--- src/rtl/event_lut_pkg.sv ---
// Shared types and index helper for the programmable 3-D event lookup engine.
package event_lut_pkg;

  // Index fields inside lut_req_t are carried at this width; IDX_W must not exceed it.
  localparam int unsigned LUT_IDX_MAX_W = 8;

  typedef enum logic {
    MODE_DEFAULT   = 1'b0,
    MODE_LASTPLANE = 1'b1
  } lut_mode_e;

  typedef struct packed {
    logic [LUT_IDX_MAX_W-1:0] a;
    logic [LUT_IDX_MAX_W-1:0] b;
    logic [LUT_IDX_MAX_W-1:0] c;
    lut_mode_e                mode;
  } lut_req_t;

  function automatic int unsigned lut_flat_idx(input int unsigned a,
                                               input int unsigned b,
                                               input int unsigned c,
                                               input int unsigned dim_b,
                                               input int unsigned dim_c);
    return a * dim_b * dim_c + b * dim_c + c;
  endfunction

endpackage

--- src/rtl/event_lut_store.sv ---
// Register-based lookup table: range-checked single-cycle write port and
// combinational read at a flat index.
module event_lut_store
  import event_lut_pkg::*;
#(
  parameter int unsigned       DIM_A    = 3,
  parameter int unsigned       DIM_B    = 3,
  parameter int unsigned       DIM_C    = 3,
  parameter int unsigned       IDX_W    = 2,
  parameter int unsigned       DATA_W   = 8,
  parameter logic [DATA_W-1:0] INIT_VAL = '0,
  parameter int unsigned       DEPTH    = DIM_A * DIM_B * DIM_C,
  parameter int unsigned       FLAT_W   = (DEPTH > 1) ? $clog2(DEPTH) : 1
) (
  input  logic              clk,
  input  logic              rst,
  input  logic              wr_en,
  input  logic [IDX_W-1:0]  wr_a,
  input  logic [IDX_W-1:0]  wr_b,
  input  logic [IDX_W-1:0]  wr_c,
  input  logic [DATA_W-1:0] wr_data,
  input  logic [FLAT_W-1:0] rd_idx,
  output logic [DATA_W-1:0] rd_data
);

  logic [DATA_W-1:0] mem_q [DEPTH];
  logic              wr_ok;
  logic [FLAT_W-1:0] wr_flat;

  // Out-of-range writes are dropped without any indication.
  assign wr_ok   = wr_en && (32'(wr_a) < DIM_A) && (32'(wr_b) < DIM_B) && (32'(wr_c) < DIM_C);
  assign wr_flat = FLAT_W'(lut_flat_idx(32'(wr_a), 32'(wr_b), 32'(wr_c), DIM_B, DIM_C));

  genvar gi;
  generate
    for (gi = 0; gi < DEPTH; gi++) begin : g_entry
      always_ff @(posedge clk or posedge rst) begin
        if (rst) begin
          mem_q[gi] <= INIT_VAL;
        end else if (wr_ok && (wr_flat == FLAT_W'(gi))) begin
          mem_q[gi] <= wr_data;
        end
      end
    end
  endgenerate

  assign rd_data = (32'(rd_idx) < DEPTH) ? mem_q[rd_idx] : INIT_VAL;

endmodule

--- src/rtl/event_lut_engine.sv ---
// Two-stage valid/ready lookup pipeline over event_lut_store with out-of-range
// fallback resolution and a saturating fault counter.
module event_lut_engine
  import event_lut_pkg::*;
#(
  parameter int unsigned       DIM_A       = 3,
  parameter int unsigned       DIM_B       = 3,
  parameter int unsigned       DIM_C       = 3,
  parameter int unsigned       IDX_W       = 2,
  parameter int unsigned       DATA_W      = 8,
  parameter logic [DATA_W-1:0] INIT_VAL    = '0,
  parameter logic [DATA_W-1:0] DEFAULT_VAL = '0,
  parameter int unsigned       CNT_W       = 16
) (
  input  logic              clk,
  input  logic              rst,
  input  logic              mode,
  input  logic              req_valid,
  output logic              req_ready,
  input  logic [IDX_W-1:0]  req_a,
  input  logic [IDX_W-1:0]  req_b,
  input  logic [IDX_W-1:0]  req_c,
  output logic              rsp_valid,
  input  logic              rsp_ready,
  output logic [DATA_W-1:0] rsp_data,
  output logic              rsp_fault,
  input  logic              wr_en,
  input  logic [IDX_W-1:0]  wr_a,
  input  logic [IDX_W-1:0]  wr_b,
  input  logic [IDX_W-1:0]  wr_c,
  input  logic [DATA_W-1:0] wr_data,
  output logic [CNT_W-1:0]  fault_cnt,
  input  logic              clr_cnt
);

  localparam int unsigned DEPTH  = DIM_A * DIM_B * DIM_C;
  localparam int unsigned FLAT_W = (DEPTH > 1) ? $clog2(DEPTH) : 1;

  lut_req_t          req_s;
  lut_req_t          s1_req_q;
  logic              s1_v_q, s1_fa_q, s1_fb_q, s1_fc_q;
  logic              s2_v_q, s2_fault_q;
  logic [DATA_W-1:0] s2_data_q;
  logic [DATA_W-1:0] s2_data_d;
  logic              s2_fault_d;
  logic [CNT_W-1:0]  cnt_q, cnt_d;

  logic              s1_adv, s2_adv, accept;
  logic              in_fa, in_fb, in_fc;
  logic              use_tbl;
  int unsigned       rd_a;
  logic [FLAT_W-1:0] rd_idx;
  logic [DATA_W-1:0] rd_data;

  assign s2_adv    = !s2_v_q || rsp_ready;
  assign s1_adv    = !s1_v_q || s2_adv;
  assign req_ready = s1_adv;
  assign accept    = req_valid && s1_adv;

  assign in_fa = 32'(req_a) >= DIM_A;
  assign in_fb = 32'(req_b) >= DIM_B;
  assign in_fc = 32'(req_c) >= DIM_C;

  always_comb begin
    req_s                = '0;
    req_s.a[IDX_W-1:0]   = req_a;
    req_s.b[IDX_W-1:0]   = req_b;
    req_s.c[IDX_W-1:0]   = req_c;
    req_s.mode           = lut_mode_e'(mode);
  end

  // Only a lone plane fault in LASTPLANE mode is redirected into the table.
  always_comb begin
    s2_fault_d = s1_fa_q || s1_fb_q || s1_fc_q;
    use_tbl    = !s2_fault_d ||
                 ((s1_req_q.mode == MODE_LASTPLANE) && s1_fa_q && !s1_fb_q && !s1_fc_q);
    rd_a       = s1_fa_q ? (DIM_A - 1) : 32'(s1_req_q.a);
    rd_idx     = '0;
    if (use_tbl) begin
      rd_idx = FLAT_W'(lut_flat_idx(rd_a, 32'(s1_req_q.b), 32'(s1_req_q.c), DIM_B, DIM_C));
    end
    s2_data_d  = use_tbl ? rd_data : DEFAULT_VAL;
  end

  event_lut_store #(
    .DIM_A    (DIM_A),
    .DIM_B    (DIM_B),
    .DIM_C    (DIM_C),
    .IDX_W    (IDX_W),
    .DATA_W   (DATA_W),
    .INIT_VAL (INIT_VAL)
  ) u_store (
    .clk     (clk),
    .rst     (rst),
    .wr_en   (wr_en),
    .wr_a    (wr_a),
    .wr_b    (wr_b),
    .wr_c    (wr_c),
    .wr_data (wr_data),
    .rd_idx  (rd_idx),
    .rd_data (rd_data)
  );

  // The table is read on the S1->S2 edge, so a same-edge write is seen by the next read only.
  always_ff @(posedge clk or posedge rst) begin
    if (rst) begin
      s1_v_q     <= 1'b0;
      s1_req_q   <= '0;
      s1_fa_q    <= 1'b0;
      s1_fb_q    <= 1'b0;
      s1_fc_q    <= 1'b0;
      s2_v_q     <= 1'b0;
      s2_data_q  <= '0;
      s2_fault_q <= 1'b0;
    end else begin
      if (s1_adv) begin
        s1_v_q <= req_valid;
        if (req_valid) begin
          s1_req_q <= req_s;
          s1_fa_q  <= in_fa;
          s1_fb_q  <= in_fb;
          s1_fc_q  <= in_fc;
        end
      end
      if (s2_adv) begin
        s2_v_q <= s1_v_q;
        if (s1_v_q) begin
          s2_data_q  <= s2_data_d;
          s2_fault_q <= s2_fault_d;
        end
      end
    end
  end

  always_comb begin
    cnt_d = cnt_q;
    if (clr_cnt) begin
      cnt_d = '0;
    end else if (accept && (in_fa || in_fb || in_fc) && (cnt_q != {CNT_W{1'b1}})) begin
      cnt_d = cnt_q + CNT_W'(1);
    end
  end

  always_ff @(posedge clk or posedge rst) begin
    if (rst) begin
      cnt_q <= '0;
    end else begin
      cnt_q <= cnt_d;
    end
  end

  assign rsp_valid = s2_v_q;
  assign rsp_data  = s2_data_q;
  assign rsp_fault = s2_fault_q;
  assign fault_cnt = cnt_q;

endmodule

--- config.mk ---
export PLATFORM = sky130hd
export DESIGN_NAME = event_lut_engine
export DESIGN_NICKNAME = d
export VERILOG_FILES = /design/src/rtl/event_lut_pkg.sv /design/src/rtl/event_lut_store.sv /design/src/rtl/event_lut_engine.sv
export SDC_FILE = /design/constraint.sdc
export NUM_CORES = 1
export LEC_CHECK = 0
export ABC_CLOCK_PERIOD_IN_PS = 11160
export CORE_MARGIN = 5
export CORE_UTILIZATION = 30
export CTS_CLUSTER_DIAMETER = 120
export DETAILED_ROUTE_END_ITERATION = 7
export PLACE_DENSITY = 0.56
export SLEW_MARGIN = 30
export SYNTH_ARGS = -nofsm -noshare
export SYNTH_HDL_FRONTEND = slang
export SYNTH_HIERARCHICAL = 1
export SYNTH_SLANG_ARGS = --single-unit
--- constraint.sdc ---
create_clock -name clk -period 11.16 [get_ports clk]
set_input_delay 1.674 -clock clk [delete_from_list [all_inputs] [get_ports clk]]
set_output_delay 1.674 -clock clk [all_outputs]
set_load 0.01 [all_outputs]
==> results.ini <==
[yosys]
async_reset_ff_share_pct = 100
synth_fp_nets = 1000
ys_seq_area_share_pct = 49.1
ys_warn_count = 6
syn-cell-area_sq_um = 12900
synth-main-ff-cell = dfrtp_1
ys_ff_latch = 253
synth-edff-count = 0
syn_area_per_cell_sq_um = 13.6
ys_types = 73
synth_cells = 945

[critical_path]
path_class = primary input to register
startpoint_type = primary input
cp_slowest_stage_delay_ns = 0.73
end_kind = register
r2r-start = s1_fa_q
path_cells = clkdlybuf4s50_1, inv_1, ha_1, inv_1, ha_1, inv_1, fa_1, inv_1, ha_1, nand2_1, a2111oi_0, a211oi_2, nor3_2, mux2_2
critPathLaunch = wr_a[0]
critPathMaxFanout = 8
crit_path_top_delay_cell = nor3_2
crit_top_cell = inv_1
cp.required_ns = 11.59
cp_data_arrival_time_ns = 6.03

[clock_network]
h-tree-depth = 1
clk_latency_ns = 0.56
cts.sinks = 253
cts_buffers = 28
cts-root-buf = clkbuf_16
cts_buffer_depth = 3
cts_setup_buffers = 0
ctsHoldBuffers = 0
cts_tree = done
cts_resized = 0
cts.clk_slew.worst_paths_ns = 0.06

[floorplan]
io_pins = 54
dieHeight_microns = 217
die_w_microns = 217
core_area_sq_um = 42800
dieArea_sq_um = 47200
rows = 76
initial_utilization_pct = 30.1

[cells_and_area]
final_core_util_pct = 34.9
nets = 1045
layout-drive-gt1-share_pct = 37.4
finalInstanceArea_sq_um = 14900
area_delta_synth_final_pct = 15.7
diodes = 0

[status]
status = completed

[pwr]
swShare_pct = 35.7
ir_worst_vdd_v = 0.000128
power_density_nw_per_um2 = 278
power.internal_mw = 2.67
p_seq_share_pct = 35.3
p_leak_nw = 6.67
power_frac_clock_pct = 22.6
p_comb_share_pct = 42.2
power_switching_mw = 1.48

[global_route]
grt_max_degree = 107
grt_pass1_wl_mm = 48.0
grt_pass1_vias = 8095
grt_antenna_before_repair = 0
track_usage_pct = 12.7
globalRouteOverflowTotal = 0

[detailed_routing]
wirelength_mm = 29.9
routed_via_density = 5.07
ant_nets = 0
vias = 7884
drtPass1Iterations = 4
wl_per_cell_microns = 19.2
drt_iter0_drc = 437
drcViolationCount = 0

[sta]
hold_viol_final = 0
fin_crit_sh_pct = 50.2
report.final.setup_viol = 0
worstMarginPinSlew_ns = 0.971
finClkSkew_ns = 0.0200
setup_tns_ns = 0
period_minus_slack_ns = 5.61
relSlewSlack_pct = 35.0
rsz0062_at_grt = false
fmax_mhz = 178
report.final.slew_viol_count = 0

[worst_hold_path]
hold_start = rsp_fault
min_path_type = register to register

[placed_design]
place_area_sq_um = 14000
gp_congestion = 0.776
dp_hpwl_mm = 19.2
portBuffers = 53

[run]
maxCapViolations = 0

-- power by group through the flow --
stage	combinational [mW]	clock, mW	sequential (mW)
2_1_floorplan	1.32	0	1.43
3_3_place_gp	1.75	0	1.47
3_5_place_dp	1.76	0	1.48
4_1_cts	1.77	0.966	1.47
5_1_grt	1.91	1.00	1.51
6_report	1.75	0.937	1.47
-- flip-flops by register name, indices dropped and copies added, names as in the netlist --
register       cells
s1_v_q             1
rsp_valid          1
s1_fc_q            1
u_store/mem_q    216
fault_cnt         16
rsp_data           8
s1_fa_q            1
s1_req_q           7
s1_fb_q            1
rsp_fault          1
-- critical path, delay by kind of cell --
family | cells | cell delay [ns]
adders and majority gates | 4 | 1.50
and+or+nand+nor | 2 | 0.88
buffers and inverters | 5 | 0.81
muxes | 1 | 0.41
AOI/OAI and AO/OA | 2 | 0.73
-- metal layers --
metal / share of wire (%) / vias to the layer above / GRT usage, %
met5: 0 / - / 0
met4: 1.6 / 0 / 2.49
met3: 5.2 / 34 / 1.99
met2: 45 / 168 / 19.8
met1: 48 / 4094 / 18.8
li1: - / 3588 / -
-- layout by cell type (no fill, tap or decap), types with 4 or more instances in the layout --
cell,n
a21oi_1,15
clkinv_2,5
o22ai_1,5
xor2_1,4
buf_4,11
nor3_1,15
clkbuf_16,28
clkbuf_1,7
ha_1,18
clkbuf_8,5
clkdlybuf4s50_1,48
o211ai_1,5
nand2b_1,7
o21ai_0,11
nor2_1,34
o221ai_1,5
a211oi_1,7
nor3_4,10
inv_1,34
or2_2,6
nand3_1,4
dfrtp_1,253
mux2_1,7
buf_2,5
a32oi_1,5
nor4_1,4
xnor2_1,12
fa_1,10
mux4_2,33
a22o_1,8
nand2_1,28
mux2i_1,38
mux2_2,227
nor3_2,10
nor2b_1,10
-- cell usage after synthesis (all sizes together) (10+ instances only) --
cell type  number  share of area, %
a211oi         11              0.85
clkbuf         30              0.87
xnor2          13              0.88
ha             18               1.7
nor3           35               2.6
nand2          28              0.81
fa             10               1.6
nor2           38               1.2
mux2          234                20
nor2b          10              0.49
o21ai          12              0.47
inv            35               1.0
mux4           33               5.8
buf            19              0.79
mux2i          38               2.9
a21oi          17              0.78
dfrtp         253                49
-- area by class of cell --
cell class	count	area, sq um
Fill cell	4169	27900
Sequential cell	253	6330
Multi-Input combinational cell	607	6240
Clock buffer	40	796
Tap cell	546	683
Timing Repair Buffer	64	588
Inverter	36	143
Clock inverter	10	140
-- final timing paths --
kind	slack, ns	cells past startpoint	to
hold / removal	0.49	2	rsp_fault
hold reg to reg	0.49	2	rsp_fault
min in group asynchronous	1.71	3	fault_cnt[1]
setup reg to reg	5.74	15	rsp_data[4]
setup / recovery	5.55	14	u_store/mem_q[45]
max in group asynchronous	8.15	3	u_store/mem_q[8]
-- kinds of logic after synthesis --
group,Yosys count,synth area share (%)
DFF,253,49.1
AOI/OAI and AO/OA,95,5.81
adders and majority gates,28,3.30
buffers and inverters,85,2.71
xor gates and xnor gates,18,1.28
and+or+nand+nor,161,8.67
muxes,305,29.1
-- stage by stage --
step	cells	setup WS [ns]	total power, mW	hold WS [ns]
after floorplan	945	3.58	2.74	0.457
after global placement	1506	5.03	3.22	0.465
after detailed placement	1506	4.97	3.25	0.473
after CTS	1556	5.55	4.20	0.487
after global routing	1556	5.33	4.42	0.501
final	1556	5.55	4.16	0.488
No activity file was read; power rests on OpenSTA's default activity.
